**src/rtl/mem_stream_reader.sv**
```systemverilog
`timescale 1ns/1ps
`default_nettype none
// ============================================================================
// Module   : mem_stream_reader
// Purpose  : Read-side sequencer for a single-ported memory with one-cycle
//            read latency. A start command walks `length` consecutive
//            addresses from `base_addr` (wrapping at DEPTH-1) and presents
//            the words as a valid/ready stream with full backpressure. A
//            2-entry FIFO absorbs the read latency, which allows one word
//            per cycle when the consumer never stalls.
// Ports    : clock, reset            - clock, synchronous active-high reset
//            start, base_addr, length - command (sampled only while idle)
//            busy, done               - command status / completion pulse
//            mem_rdaddress, mem_rden  - memory read port
//            mem_q                    - memory read data (one cycle latency)
//            out_data, out_valid, out_ready, out_last - output stream
// Revision : 1.0 - initial release
// ============================================================================
module mem_stream_reader #(
    parameter  int WIDTH = 8,
    parameter  int DEPTH = 64,
    localparam int AW    = (DEPTH > 1) ? $clog2(DEPTH) : 1
) (
    input  logic             clock,
    input  logic             reset,
    input  logic             start,
    input  logic [AW-1:0]    base_addr,
    input  logic [AW:0]      length,
    output logic             busy,
    output logic             done,
    output logic [AW-1:0]    mem_rdaddress,
    output logic             mem_rden,
    input  logic [WIDTH-1:0] mem_q,
    output logic [WIDTH-1:0] out_data,
    output logic             out_valid,
    input  logic             out_ready,
    output logic             out_last
);

    localparam logic [AW-1:0] C_LAST_ADDR = AW'(DEPTH - 1);
    localparam logic [AW:0]   C_ONE       = (AW+1)'(1);

    typedef enum logic [1:0] {
        S_IDLE  = 2'd0,
        S_FETCH = 2'd1,
        S_DRAIN = 2'd2
    } state_t;

    state_t           r_state;
    state_t           w_state_next;

    logic [AW-1:0]    r_addr;          // next address to read
    logic [AW:0]      r_issue_left;    // reads still to issue
    logic [AW:0]      r_beats_left;    // beats still to hand over
    logic             r_inflight;      // read issued last cycle
    logic             r_done;

    logic [WIDTH-1:0] r_fifo [0:1];
    logic             r_rd_ptr;
    logic             r_wr_ptr;
    logic [1:0]       r_count;

    logic             w_rden;
    logic             w_accept;
    logic             w_pop;
    logic             w_push;
    logic             w_final_beat;
    logic [AW-1:0]    w_addr_inc;

    assign w_accept     = (r_state == S_IDLE) && start;
    assign out_valid    = (r_count != 2'd0);
    assign w_pop        = out_valid && out_ready;
    // Every read issued last cycle returns now; the issue rule reserved a slot.
    assign w_push       = r_inflight;
    assign w_final_beat = w_pop && (r_beats_left == C_ONE);
    assign w_addr_inc   = (r_addr == C_LAST_ADDR) ? '0 : r_addr + AW'(1);

    // Next-state and read-issue decode.
    always_comb begin
        w_state_next = r_state;
        w_rden       = 1'b0;
        case (r_state)
            S_IDLE: begin
                if (start && (length != '0)) begin
                    w_state_next = S_FETCH;
                end
            end
            S_FETCH: begin
                // Issue when a free slot exists for the returning word, or
                // when a pop this cycle frees one.
                w_rden = (({1'b0, r_count} + {2'b00, r_inflight}) < 3'd2) || w_pop;
                if (w_rden && (r_issue_left == C_ONE)) begin
                    w_state_next = S_DRAIN;
                end
            end
            S_DRAIN: begin
                if (w_final_beat) begin
                    w_state_next = S_IDLE;
                end
            end
            default: begin
                w_state_next = S_IDLE;
            end
        endcase
    end

    always_ff @(posedge clock) begin
        if (reset) begin
            r_state      <= S_IDLE;
            r_addr       <= '0;
            r_issue_left <= '0;
            r_beats_left <= '0;
            r_inflight   <= 1'b0;
            r_done       <= 1'b0;
            r_fifo[0]    <= '0;
            r_fifo[1]    <= '0;
            r_rd_ptr     <= 1'b0;
            r_wr_ptr     <= 1'b0;
            r_count      <= 2'd0;
        end else begin
            r_state    <= w_state_next;
            r_inflight <= w_rden;
            // Zero-length commands complete immediately with no beats.
            r_done     <= (w_accept && (length == '0)) || w_final_beat;

            if (w_accept) begin
                r_addr       <= base_addr;
                r_issue_left <= length;
                r_beats_left <= length;
            end else begin
                if (w_rden) begin
                    r_addr       <= w_addr_inc;
                    r_issue_left <= r_issue_left - C_ONE;
                end
                if (w_pop) begin
                    r_beats_left <= r_beats_left - C_ONE;
                end
            end

            if (w_push) begin
                r_fifo[r_wr_ptr] <= mem_q;
                r_wr_ptr         <= ~r_wr_ptr;
            end
            if (w_pop) begin
                r_rd_ptr <= ~r_rd_ptr;
            end

            case ({w_push, w_pop})
                2'b10:   r_count <= r_count + 2'd1;
                2'b01:   r_count <= r_count - 2'd1;
                default: r_count <= r_count;
            endcase
        end
    end

    assign busy          = (r_state != S_IDLE);
    assign done          = r_done;
    assign mem_rden      = w_rden;
    assign mem_rdaddress = r_addr;
    assign out_data      = r_fifo[r_rd_ptr];
    assign out_last      = out_valid && (r_beats_left == C_ONE);

endmodule
`default_nettype wire

```
**config.mk**
```make
export PLATFORM = sky130hd
export DESIGN_NAME = mem_stream_reader
export DESIGN_NICKNAME = d
export VERILOG_FILES = /design/src/rtl/mem_stream_reader.sv
export SDC_FILE = /design/constraint.sdc
export NUM_CORES = 1
export LEC_CHECK = 0
export CORE_ASPECT_RATIO = 0.75
export CORE_MARGIN = 8
export CORE_UTILIZATION = 35
export DETAILED_ROUTE_END_ITERATION = 16
export SYNTH_ARGS = -nofsm -noshare
export SYNTH_HDL_FRONTEND = slang
export SYNTH_SLANG_ARGS = --single-unit
```
**constraint.sdc**
```tcl
create_clock -name clock -period 2 [get_ports clock]
set_input_delay 0.6 -clock clock [delete_from_list [all_inputs] [get_ports clock]]
set_output_delay 0.6 -clock clock [all_outputs]
set_load 0.01 [all_outputs]
```
==> out/metrics.cfg <==
[power_and_ir_drop]
internal-power_mw=1.80
vdd_ir_drop_max_v=0.000303
swShare=0.306
comb_power_share=0.335
p_switching_mw=0.795
p_leak_nw=1.21
finalPower_mw=2.60
clockPowerShare=0.223
p_seq_frac=0.442
power.density_nw_per_um2=840

[synthesis]
ys_types=48
yosysWarnings=0
netlist_area_um2=2200
synth_seq_cells=45
ys_seq_area_frac=0.482
syn-instance-count=222
synthFlopType=dfxtp_1
synth_edf_count=16
syn_avg_cell_area_um2=9.93
synthArstFlopShare=0
syn_nets=253

[timing]
worstMarginPinSlew_ps=808
slew_violations=0
rsz0062_at_grt=yes
timing.fmax_ghz=0.514
skew_ps=8.38
hold_ws_ps=464
slew_headroom=0.457
hold_viol_final=0
period_share=0.973
period_minus_slack_ps=1950
setup_viol=0

[setup_path]
cp_num_buf_inv=1
critical_path.max_fanout=6
worstPathArrival_ps=1350
worstReg2RegStart=r_state[1]
cp.depth=1
crit_required_ps=1400
cp-end-kind=primary output
path_class=flip-flop to primary output
r2r-end=mem_rdaddress[5]
worst_r2r_path_depth=5
cp_slowest_cell=clkdlybuf4s50_1
crit_chain=clkdlybuf4s50_1
cp-endpoint=mem_rdaddress[3]
critPathLaunchType=flip-flop
slowest_delay_ps=590
critPathLaunch=mem_rdaddress[3]
cp_top_family=buffers and inverters
rrSetupSlack_ps=280

[floorplanning]
die_w_um=108
start_util=0.356
die_area_um2=9120
die_h_um=84.7
fp-row-count=25
core-area_um2=6190
pin_count=44

[global_routing]
grt_pass1_wl_um=9430
grt_pass1_vias=1847
grt_max_degree=27
antenna_found_initial=0
grt.total_usage=0.130
grtUsageMet2=0.195
grt_overflow_total=0
grt.met3_usage=0.0275
grt.busiest_layer=met2
use_met1=0.181

[placement]
gp_congestion=0.831
hpwl_um=4330
io_buffers=43

[final_layout]
fill_cells=575
diodes=0
final_cell_mix=clkdlybuf4s50_1, buf_4, nor2_1, dfxtp_1, and2_1
area_growth_pct=40.4
final_common_cell=clkdlybuf4s50_1
layout-drive-gt1-share=0.220
nets=326

[clock_network]
path_clk_slew_ps=90
clockBufferDepth=2
h-tree-depth=2
clkLatencyLatePin_ps=300
cts.sinks=45
cts_buffers=5
cts_tree=built
cts_root_buf=clkbuf_8

[detailed_routing]
vias_per_cell=5.03
routedWlPerCell_um=15.2
drt-pass1-iter-count=4
totalWireLength_um=5720
drc_errors=0
drt_iter0_markers=55
ant_nets=0
vias=1896

[job]
maxCapViolations=0

[min_path]
min_path_type=flip-flop to flip-flop

[run_status]
status=finished, final reports clean

Yosys cell counts, types with 2 or more instances:
| master | number | share of area |
|---|---|---|
| a2bb2oi_1 | 2 | 0.0080 |
| or4_1 | 4 | 0.014 |
| inv_2 | 3 | 0.0051 |
| a21oi_1 | 11 | 0.025 |
| edfxtp_1 | 16 | 0.22 |
| xnor2_1 | 6 | 0.024 |
| nand3_1 | 6 | 0.014 |
| and2_1 | 17 | 0.048 |
| or2_1 | 2 | 0.0057 |
| or3_1 | 4 | 0.011 |
| nor2_1 | 23 | 0.039 |
| a311oi_1 | 2 | 0.0080 |
| inv_1 | 6 | 0.010 |
| o211ai_1 | 4 | 0.014 |
| and3_1 | 2 | 0.0057 |
| mux2_2 | 8 | 0.041 |
| nor3_1 | 3 | 0.0068 |
| o311ai_1 | 4 | 0.016 |
| xor2_1 | 4 | 0.016 |
| a31oi_1 | 4 | 0.011 |
| nor4_1 | 2 | 0.0057 |
| nand4b_1 | 2 | 0.0080 |
| dfxtp_1 | 29 | 0.26 |
| o21ai_1 | 2 | 0.0045 |
| nand2_1 | 14 | 0.024 |
| a211oi_1 | 8 | 0.027 |
| ha_1 | 6 | 0.034 |
| clkbuf_1 | 8 | 0.014 |
through the flow:
step | area, µm² | setup slack [ps] | cells | util | TNS, ps
6_report | 3090 | 53.1 | 377 | 0.499 | 0
5_1_grt | 3090 | -6.59 | 377 | 0.499 | -6.59
4_1_cts | 3060 | 0.649 | 376 | 0.493 | 0
3_5_place_dp | 2960 | -366 | 367 | 0.478 | -2590
3_3_place_gp | 2960 | -365 | 367 | 0.478 | -2380
2_1_floorplan | 2200 | 183 | 222 | - | 0
sequential cells by signal, indices dropped and copies added (netlist names), named ones only:
name           count
r_fifo            16
r_inflight         1
r_rd_ptr           1
r_issue_left       7
mem_rdaddress      6
done               1
r_count            2
r_beats_left       7
r_wr_ptr           1
r_state            2
cells by family (layout without fill, tap and decap cells):
logic type,Yosys count,after routing,synth area share
fa+ha+maj,6,6,0.0341
buf+inv,18,92,0.0312
compound gates,47,47,0.153
mux,10,10,0.0505
simple gates,86,86,0.210
xor+xnor,10,10,0.0397
flops,45,45,0.482
worst min path at each step:
stage                               start              end  slack (ps)  cells after the start
after floorplan                r_state[1]       r_state[0]         450                      1
after global placement    r_issue_left[4]  r_issue_left[4]         470                      2
after detailed placement  r_issue_left[4]  r_issue_left[4]         470                      2
after CTS                 r_issue_left[4]  r_issue_left[4]         480                      2
after global routing           r_state[1]       r_state[0]         500                      1
final                          r_state[1]       r_state[0]         460                      1
layer usage:
layer / vias up / share of wire
met1: 912 / 0.50
met2: 24 / 0.47
met3: 4 / 0.026
li1: 956 / -
met5: - / 0
met4: 0 / 0.0087
what timing repair did:
item | 4_1_cts | 5_1_grt
resized for setup | 24 | 14
pin swaps | 2 | 3
setup buffers | 1 | 1
hold buffers | 0 | 0
endpoints found under the setup margin | 12 | 11
power by group through the flow:
stage | clock [mW] | sequential (mW) | combinational (mW)
final | 0.580 | 1.15 | 0.869
after global routing | 0.637 | 1.16 | 0.950
after CTS | 0.595 | 1.14 | 0.855
after detailed placement | 0 | 1.16 | 0.871
after global placement | 0 | 1.16 | 0.859
after floorplan | 0 | 1.16 | 0.438
final cells by class:
type	instances	area (µm²)	share of cell area
well taps	81	101	0.0328
inverters	9	33.8	0.0109
repair buffers	75	699	0.226
clock inverters	2	8.76	0.00283
multi-input cells	159	1090	0.354
clock buffers	6	82.6	0.0267
flip-flops and latches	45	1070	0.347
(Power assumes the default switching activity.)
